===== src/rtl/rf_alu_datapath.sv =====
// 4-bit processor datapath: 4x4 register file, A/G/DP registers, add/sub unit, 7-seg driver.
// Latency: RF read and adder are combinational, registers update on the clock edge; no backpressure.
module rf_alu_datapath #(
  parameter int WIDTH        = 4,
  parameter int REFRESH_BITS = 17
) (
  input  logic             fpga_clk,
  input  logic             reset,
  input  logic [WIDTH-1:0] data_in,
  input  logic [1:0]       addr_x,
  input  logic [1:0]       addr_y,
  input  logic             rd_x,
  input  logic             rd_y,
  input  logic             wr_x,
  input  logic             a_in,
  input  logic             g_in,
  input  logic             dp_in,
  input  logic             add_sub,
  input  logic             iout,
  input  logic [WIDTH-1:0] imm,
  input  logic [3:0]       sm_state,
  output logic [WIDTH-1:0] rf_dataout,
  output logic [WIDTH-1:0] a_out,
  output logic [WIDTH-1:0] g_out,
  output logic [WIDTH-1:0] dp_out,
  output logic [WIDTH-1:0] adder_out,
  output logic [6:0]       seg,
  output logic [7:0]       an
);

  logic [WIDTH-1:0]        rf [4];
  logic [WIDTH-1:0]        b_opnd;
  logic [REFRESH_BITS-1:0] refresh_cnt;
  logic [3:0]              disp_nib;

  // Active-low segment pattern, seg[0]=a .. seg[6]=g.
  function automatic logic [6:0] hex7(input logic [3:0] v);
    logic [6:0] p;
    case (v)
      4'h0: p = 7'h3F;
      4'h1: p = 7'h06;
      4'h2: p = 7'h5B;
      4'h3: p = 7'h4F;
      4'h4: p = 7'h66;
      4'h5: p = 7'h6D;
      4'h6: p = 7'h7D;
      4'h7: p = 7'h07;
      4'h8: p = 7'h7F;
      4'h9: p = 7'h6F;
      4'hA: p = 7'h77;
      4'hB: p = 7'h7C;
      4'hC: p = 7'h39;
      4'hD: p = 7'h5E;
      4'hE: p = 7'h79;
      default: p = 7'h71;
    endcase
    return ~p;
  endfunction

  always_ff @(posedge fpga_clk or posedge reset) begin
    if (reset) begin
      for (int i = 0; i < 4; i++) rf[i] <= '0;
    end else if (wr_x) begin
      rf[addr_x] <= data_in;
    end
  end

  // rd_x has priority when both read enables are asserted.
  always_comb begin
    rf_dataout = '0;
    if (rd_x)      rf_dataout = rf[addr_x];
    else if (rd_y) rf_dataout = rf[addr_y];
  end

  always_ff @(posedge fpga_clk or posedge reset) begin
    if (reset) begin
      a_out  <= '0;
      g_out  <= '0;
      dp_out <= '0;
    end else begin
      if (a_in)  a_out  <= rf_dataout;
      if (g_in)  g_out  <= adder_out;
      if (dp_in) dp_out <= rf_dataout;
    end
  end

  assign b_opnd    = iout ? imm : rf_dataout;
  assign adder_out = add_sub ? (a_out - b_opnd) : (a_out + b_opnd);

  always_ff @(posedge fpga_clk or posedge reset) begin
    if (reset) refresh_cnt <= '0;
    else       refresh_cnt <= refresh_cnt + 1'b1;
  end

  always_comb begin
    disp_nib = dp_out[3:0];
    an       = 8'b1111_1110;
    if (refresh_cnt[REFRESH_BITS-1]) begin
      disp_nib = sm_state;
      an       = 8'b1111_1101;
    end
  end

  assign seg = hex7(disp_nib);

endmodule


===== config.mk =====
export PLATFORM = sky130hd
export DESIGN_NAME = rf_alu_datapath
export DESIGN_NICKNAME = d
export VERILOG_FILES = /design/src/rtl/rf_alu_datapath.sv
export SDC_FILE = /design/constraint.sdc
export NUM_CORES = 1
export LEC_CHECK = 0
export CAP_MARGIN = 10
export CORE_MARGIN = 3
export CORE_UTILIZATION = 45
export CTS_CLUSTER_SIZE = 24
export DETAILED_ROUTE_END_ITERATION = 7
export GPL_TIMING_DRIVEN = 0
export PLACE_DENSITY = 0.76
export SYNTH_ARGS = -nofsm -noshare
export SYNTH_HDL_FRONTEND = slang
export SYNTH_SLANG_ARGS = --single-unit

===== constraint.sdc =====
create_clock -name fpga_clk -period 3.7 [get_ports fpga_clk]
set_input_delay 0.74 -clock fpga_clk [delete_from_list [all_inputs] [get_ports fpga_clk]]
set_output_delay 0.74 -clock fpga_clk [all_outputs]
set_load 0.02 [all_outputs]

== Word level (Yosys, flattened, before mapping) ==
Memories as Yosys holds them, arrays and structs flattened.
Index checks and enable logic that the tools add are counted.
Operators by class
  bitwise operators: 3
  muxes and demuxes: 15
  $add $sub $neg: 3
  order comparisons: 3
  reduce and logical (&&, ||, !) cells: 1
Operators by type and width (count)
  $mux W4: 10
  $add A17 B1 Y17 const B: 1
  $bmux W4 S2: 2
  $bwmux W16: 1
  $demux W4 S2: 1
  $not A7 Y7: 1
  $ge A3 B3 Y1 const B: 2
  $not A2 Y3: 2
  $add A4 B4 Y4: 1
  $sub A4 B4 Y4: 1
  $lt A3 B1 Y1 const B: 1
  $mux W2: 1
  $logic_and A1 B1 Y1: 1
Word-level totals
  memories kept: 1
  output and inout port bits: 35
  register bits: 45
  memory bits (read-only): 112
  input port bits: 26
Memories
  (no name shown): depth 16, width 7, read ports 1, clocked after memory_dff 0, wr ports 0, RTL line 39  | case (v)

== Longest topological paths before layout ==
  word-level depth: 9
  gate-level depth with buffers: 17

== Worst setup path after synthesis ==
Ideal clock, no wire load.
  path kind: input -> output
  start point: input addr_y[0]
  end point: output adder_out[3]
  path buffers: 0
  data required time: 2.960 ns
  cell stages on the path: 15
  arrival time: 3.426 ns
  setup slack: -0.466 ns
  path through: or3b_4 > o22ai_2 > nor2_2 > inv_2 > o21a_4 > inv_2 > ha_1 > nor2_1 > xor2_1 > ha_1 > nor2b_1 > a221oi_1 > xnor2_1 > xnor2_1 > xnor2_1
On the way
  cells in the longest elaborated chain, start to end: 9
Ends and longest elaborated chain
  from (decl): RTL line 11  | input logic [1:0] addr_y,
  $not A2 Y3 (implied by the code) (*): RTL line 72  | else if (rd_y) rf_dataout = rf[addr_y];
  $bmux W4 S2 (*): RTL line 72
  $mux W4 (implied by the code) (*) (2 in series): RTL line 72
  $mux W4 (*): RTL line 72
  $mux W4 (*): RTL line 71  | if (rd_x) rf_dataout = rf[addr_x];
  via rf_dataout[1]: RTL line 22  | output logic [WIDTH-1:0] rf_dataout,
  $mux W4 (*): RTL line 87  | assign b_opnd = iout ? imm : rf_dataout;
  $add A4 B4 Y4 / $sub A4 B4 Y4 (equally long branches): RTL line 88  | assign adder_out = add_sub ? (a_out - b_opnd) : (a_out + b_opnd);
  $mux W4 (*): RTL line 88
  to (decl): RTL line 26  | output logic [WIDTH-1:0] adder_out,
Mark *: on every way through the listed nets, which the timed path passes. The rest lies on a longest branch. The select of a mux whose other input is x is not followed.

== Worst setup path in the final report ==
  start point: input rd_x
  end point: output adder_out[3]
On the way
  cells in the longest elaborated chain, start to end: 4
Ends and longest elaborated chain
  from (decl): RTL line 12  | input logic rd_x,
  $mux W4 (*): RTL line 71
  $mux W4 (*): RTL line 87
  $add A4 B4 Y4 / $sub A4 B4 Y4 (equally long branches): RTL line 88
  $mux W4 (*): RTL line 88
Every way passes the cells marked *; elsewhere a longest branch is shown, timed or not.

==> results.cfg <==
[run_status]
status = finished, violations left
violations = setup timing

[finish]
fillers = 448
fin_area_mm2 = 0.00367
drive_above_1_share = 0.311
finish.utilization = 0.663
area_delta_synth_final_pct = 41.0
n_antenna_cell = 0
layout.nets = 360

[setup_path]
start_kind = primary input
crit_path_max_fanout = 4
cp.arrival_ps = 3470
critPathRequiredTime_ps = 2960
rr_worst_depth = 16
max_stage_delay_ps = 420
endpoint_kind = output pin
worstSetupPathDepth = 17
crit_family = XOR/XNOR gates
slowest_stage = or3b_4
critPathBufInv = 4
crit_path_cell_trace = buf_8, or3b_4, o22ai_4, nor2_4, inv_2, o21a_4, inv_4, ha_4, nor2_4, xor2_1, ha_1, nor2b_4, a221oi_2, xnor2_1, xnor2_1, xnor2_2, buf_4
worstSetupPathType = in -> out

[route]
detail_route.drc_violations = 0
vias_per_cell = 5.06
drt-pass1-iter-count = 6
ant_nets = 0
wl_um = 5620
drtIter0Drc = 32
num_vias = 1994
routedWlPerCell_um = 14.3

[place]
gp_congestion = 0.794
dpl-instance-area_mm2 = 0.00331
portBuffers = 51
dp_hpwl_um = 4020

[timing]
rsz0062_at_grt = true
worst_pin_slew_ps = 581
setup_viol = 3
max_slew_margin = 0.612
slew_viol_final = 0
setup_ws_ps = -510
fin_skew_ps = 14.3
hold_violations = 0
finalCritPeriodShare = 1.14
layout_min_cycle_time_ps = 4210
max_freq_mhz = 238

[cts]
path_clk_slew_ps = 80
cts_sinks = 45
htree_num_levels = 2
cts_tree = done
cts_made_buffers = 5
clock_latency_ps = 310
cts_root_buf = clkbuf_8
clock_path_buffers = 2

[synth]
yosysWarnings = 0
ys_dominant_reg_cell = dfrtp_1
synth_cells = 239
syn_avg_cell_area_um2 = 10.9
synthArstFlopShare = 1.00
ys_ff_latch = 45
synth.cell_area_mm2 = 0.00261
synth_edf_count = 0
ys_seq_area_frac = 0.432
ys_types = 41

[power_and_ir_drop]
swShare = 0.335
p_leak_uw = 0.00164
powerDensity_mw_per_mm2 = 477
p_int_uw = 1170
share_seq_of_total_power = 0.354
clkPwrFrac = 0.208
p_comb_frac = 0.439
ir_worst_vdd_uv = 343
p_switching_uw = 586

[global_route]
grt_use_total = 0.174
grt_max_degree = 39
grt_pass1_vias = 1889
grt_pass1_wl_um = 9010
gr-total-overflow = 0
antenna_found_initial = 0

[die]
coreArea_mm2 = 0.00554
die_area_mm2 = 0.00674
start_util = 0.470
ios = 61
die_w_um = 82.1
rows = 27
die_h_um = 82.1

[hold_path]
hold_class = reg -> reg
whs_path_depth = 1

[run]
cap_violations = 0
[per-layer routing]
layer / wire length, um / global-route usage / share of wire / up-vias
met5: 0 / 0 / 0 / -
met4: 48 / 0.0548 / 0.0085 / 0
met3: 252 / 0.0325 / 0.045 / 4
met2: 2840 / 0.310 / 0.50 / 38
met1: 2480 / 0.213 / 0.44 / 974
li1: - / - / - / 978
[cells in the final DEF (no fill, tap or decap), drive strengths merged, types with 4 or more instances in the layout]
master	synthesis	layout
nor2	17	17
o22ai	10	10
mux2	21	21
mux2i	21	21
xor2	5	5
inv	17	17
nand2	7	7
clkdlybuf4s50	0	42
buf	11	39
or2b	4	4
clkbuf	2	7
conb	1	6
and3	5	5
nand3	8	8
ha	11	11
a21oi	11	11
xnor2	15	15
dfrtp	45	45
[stage by stage]
stage / instances / worst slack (ps) / setup TNS (ps) / hold WS (ps) / total power, uW
after detailed placement: 368 / -1520 / -4350 / 461 / 1310
after CTS: 387 / -497 / -497 / 473 / 1700
after global placement: 367 / -1520 / -4300 / 454 / 1290
after floorplan: 244 / -265 / -265 / 436 / 1040
after global routing: 394 / -663 / -1590 / 499 / 1850
final: 394 / -510 / -1230 / 464 / 1750
[what timing repair did]
| action | in CTS | in global routing |
|---|---|---|
| buffers inserted | 12 | 8 |
| endpoints found under the setup margin | 7 | 7 |
| gates resized for setup | 46 | 21 |
| pin swaps | 15 | 13 |
| hold buffers | 0 | 0 |
[power by group through the flow]
stage               logic, uW  registers [uW]  clock network, uW
finish                    769             619                364
global route              828             628                395
CTS                       718             610                370
detailed placement        689             619                  0
global placement          675             616                  0
floorplan                 386             650                  0
[registers in the layout (all words and copies together) (netlist names)]
name         count
dp_out           4
refresh_cnt     17
g_out            4
a_out            4
rf              16
[layout make-up]
type                    count  area, um2  share of cell area
plain buffers              12       95.1              0.0259
clock buffers               5       68.8              0.0187
clock inverters             2       35.0             0.00953
inverters                  17       66.3              0.0180
multi-input cells         169       1510               0.411
flip-flops and latches     45       1130               0.306
well taps                  72       90.1              0.0245
repair buffers             72        684               0.186
[synth_stat cells (3+ instances only)]
library cell / number / area share
xnor2_1: 15 / 0.050
nor2_1: 16 / 0.023
nand3_1: 8 / 0.015
or2b_1: 4 / 0.012
o21ai_0: 3 / 0.0058
nand2_1: 7 / 0.010
nand3b_1: 3 / 0.0086
dfrtp_1: 45 / 0.43
inv_1: 15 / 0.022
nor2b_1: 3 / 0.0072
o22ai_1: 9 / 0.022
ha_1: 11 / 0.053
and3_1: 5 / 0.012
mux2i_1: 21 / 0.081
xor2_1: 5 / 0.017
mux2_2: 20 / 0.086
a21oi_1: 11 / 0.021
buf_4: 7 / 0.020
[kinds of logic (layout without fill, tap and decap cells)]
group	after synthesis	after routing	synth area share
AO/OA/AOI/OAI	32	32	0.0840
XOR/XNOR	20	20	0.0672
adder cells (fa/ha/maj)	12	12	0.0605
buffers and inverters	30	108	0.0591
flip-flops	45	45	0.432
multiplexers	43	43	0.181
other	1	6	0.00144
AND/OR/NAND/NOR	56	56	0.114
[worst register-to-register path: cells and delay by family (launching register included)]
family / cells / cell delay (ps)
buf+inv: 2 / 110
compound gates: 3 / 570
flops: 1 / 420
fa+ha+maj: 2 / 470
mux: 2 / 480
simple gates: 3 / 290
xor+xnor: 4 / 650
[worst paths after layout]
path / startpoint / endpoint / slack [ps]
worst max-delay path: rd_x / adder_out[3] / -510
worst min-delay path: refresh_cnt[0] / refresh_cnt[0] / 460
worst max register to register: rf[13] / g_out[3] / 620
worst min register to register: refresh_cnt[0] / refresh_cnt[0] / 460
max in group asynchronous: reset / rf[7] / 2600
min in group asynchronous: reset / refresh_cnt[9] / 670
(Power assumes the default switching activity.)
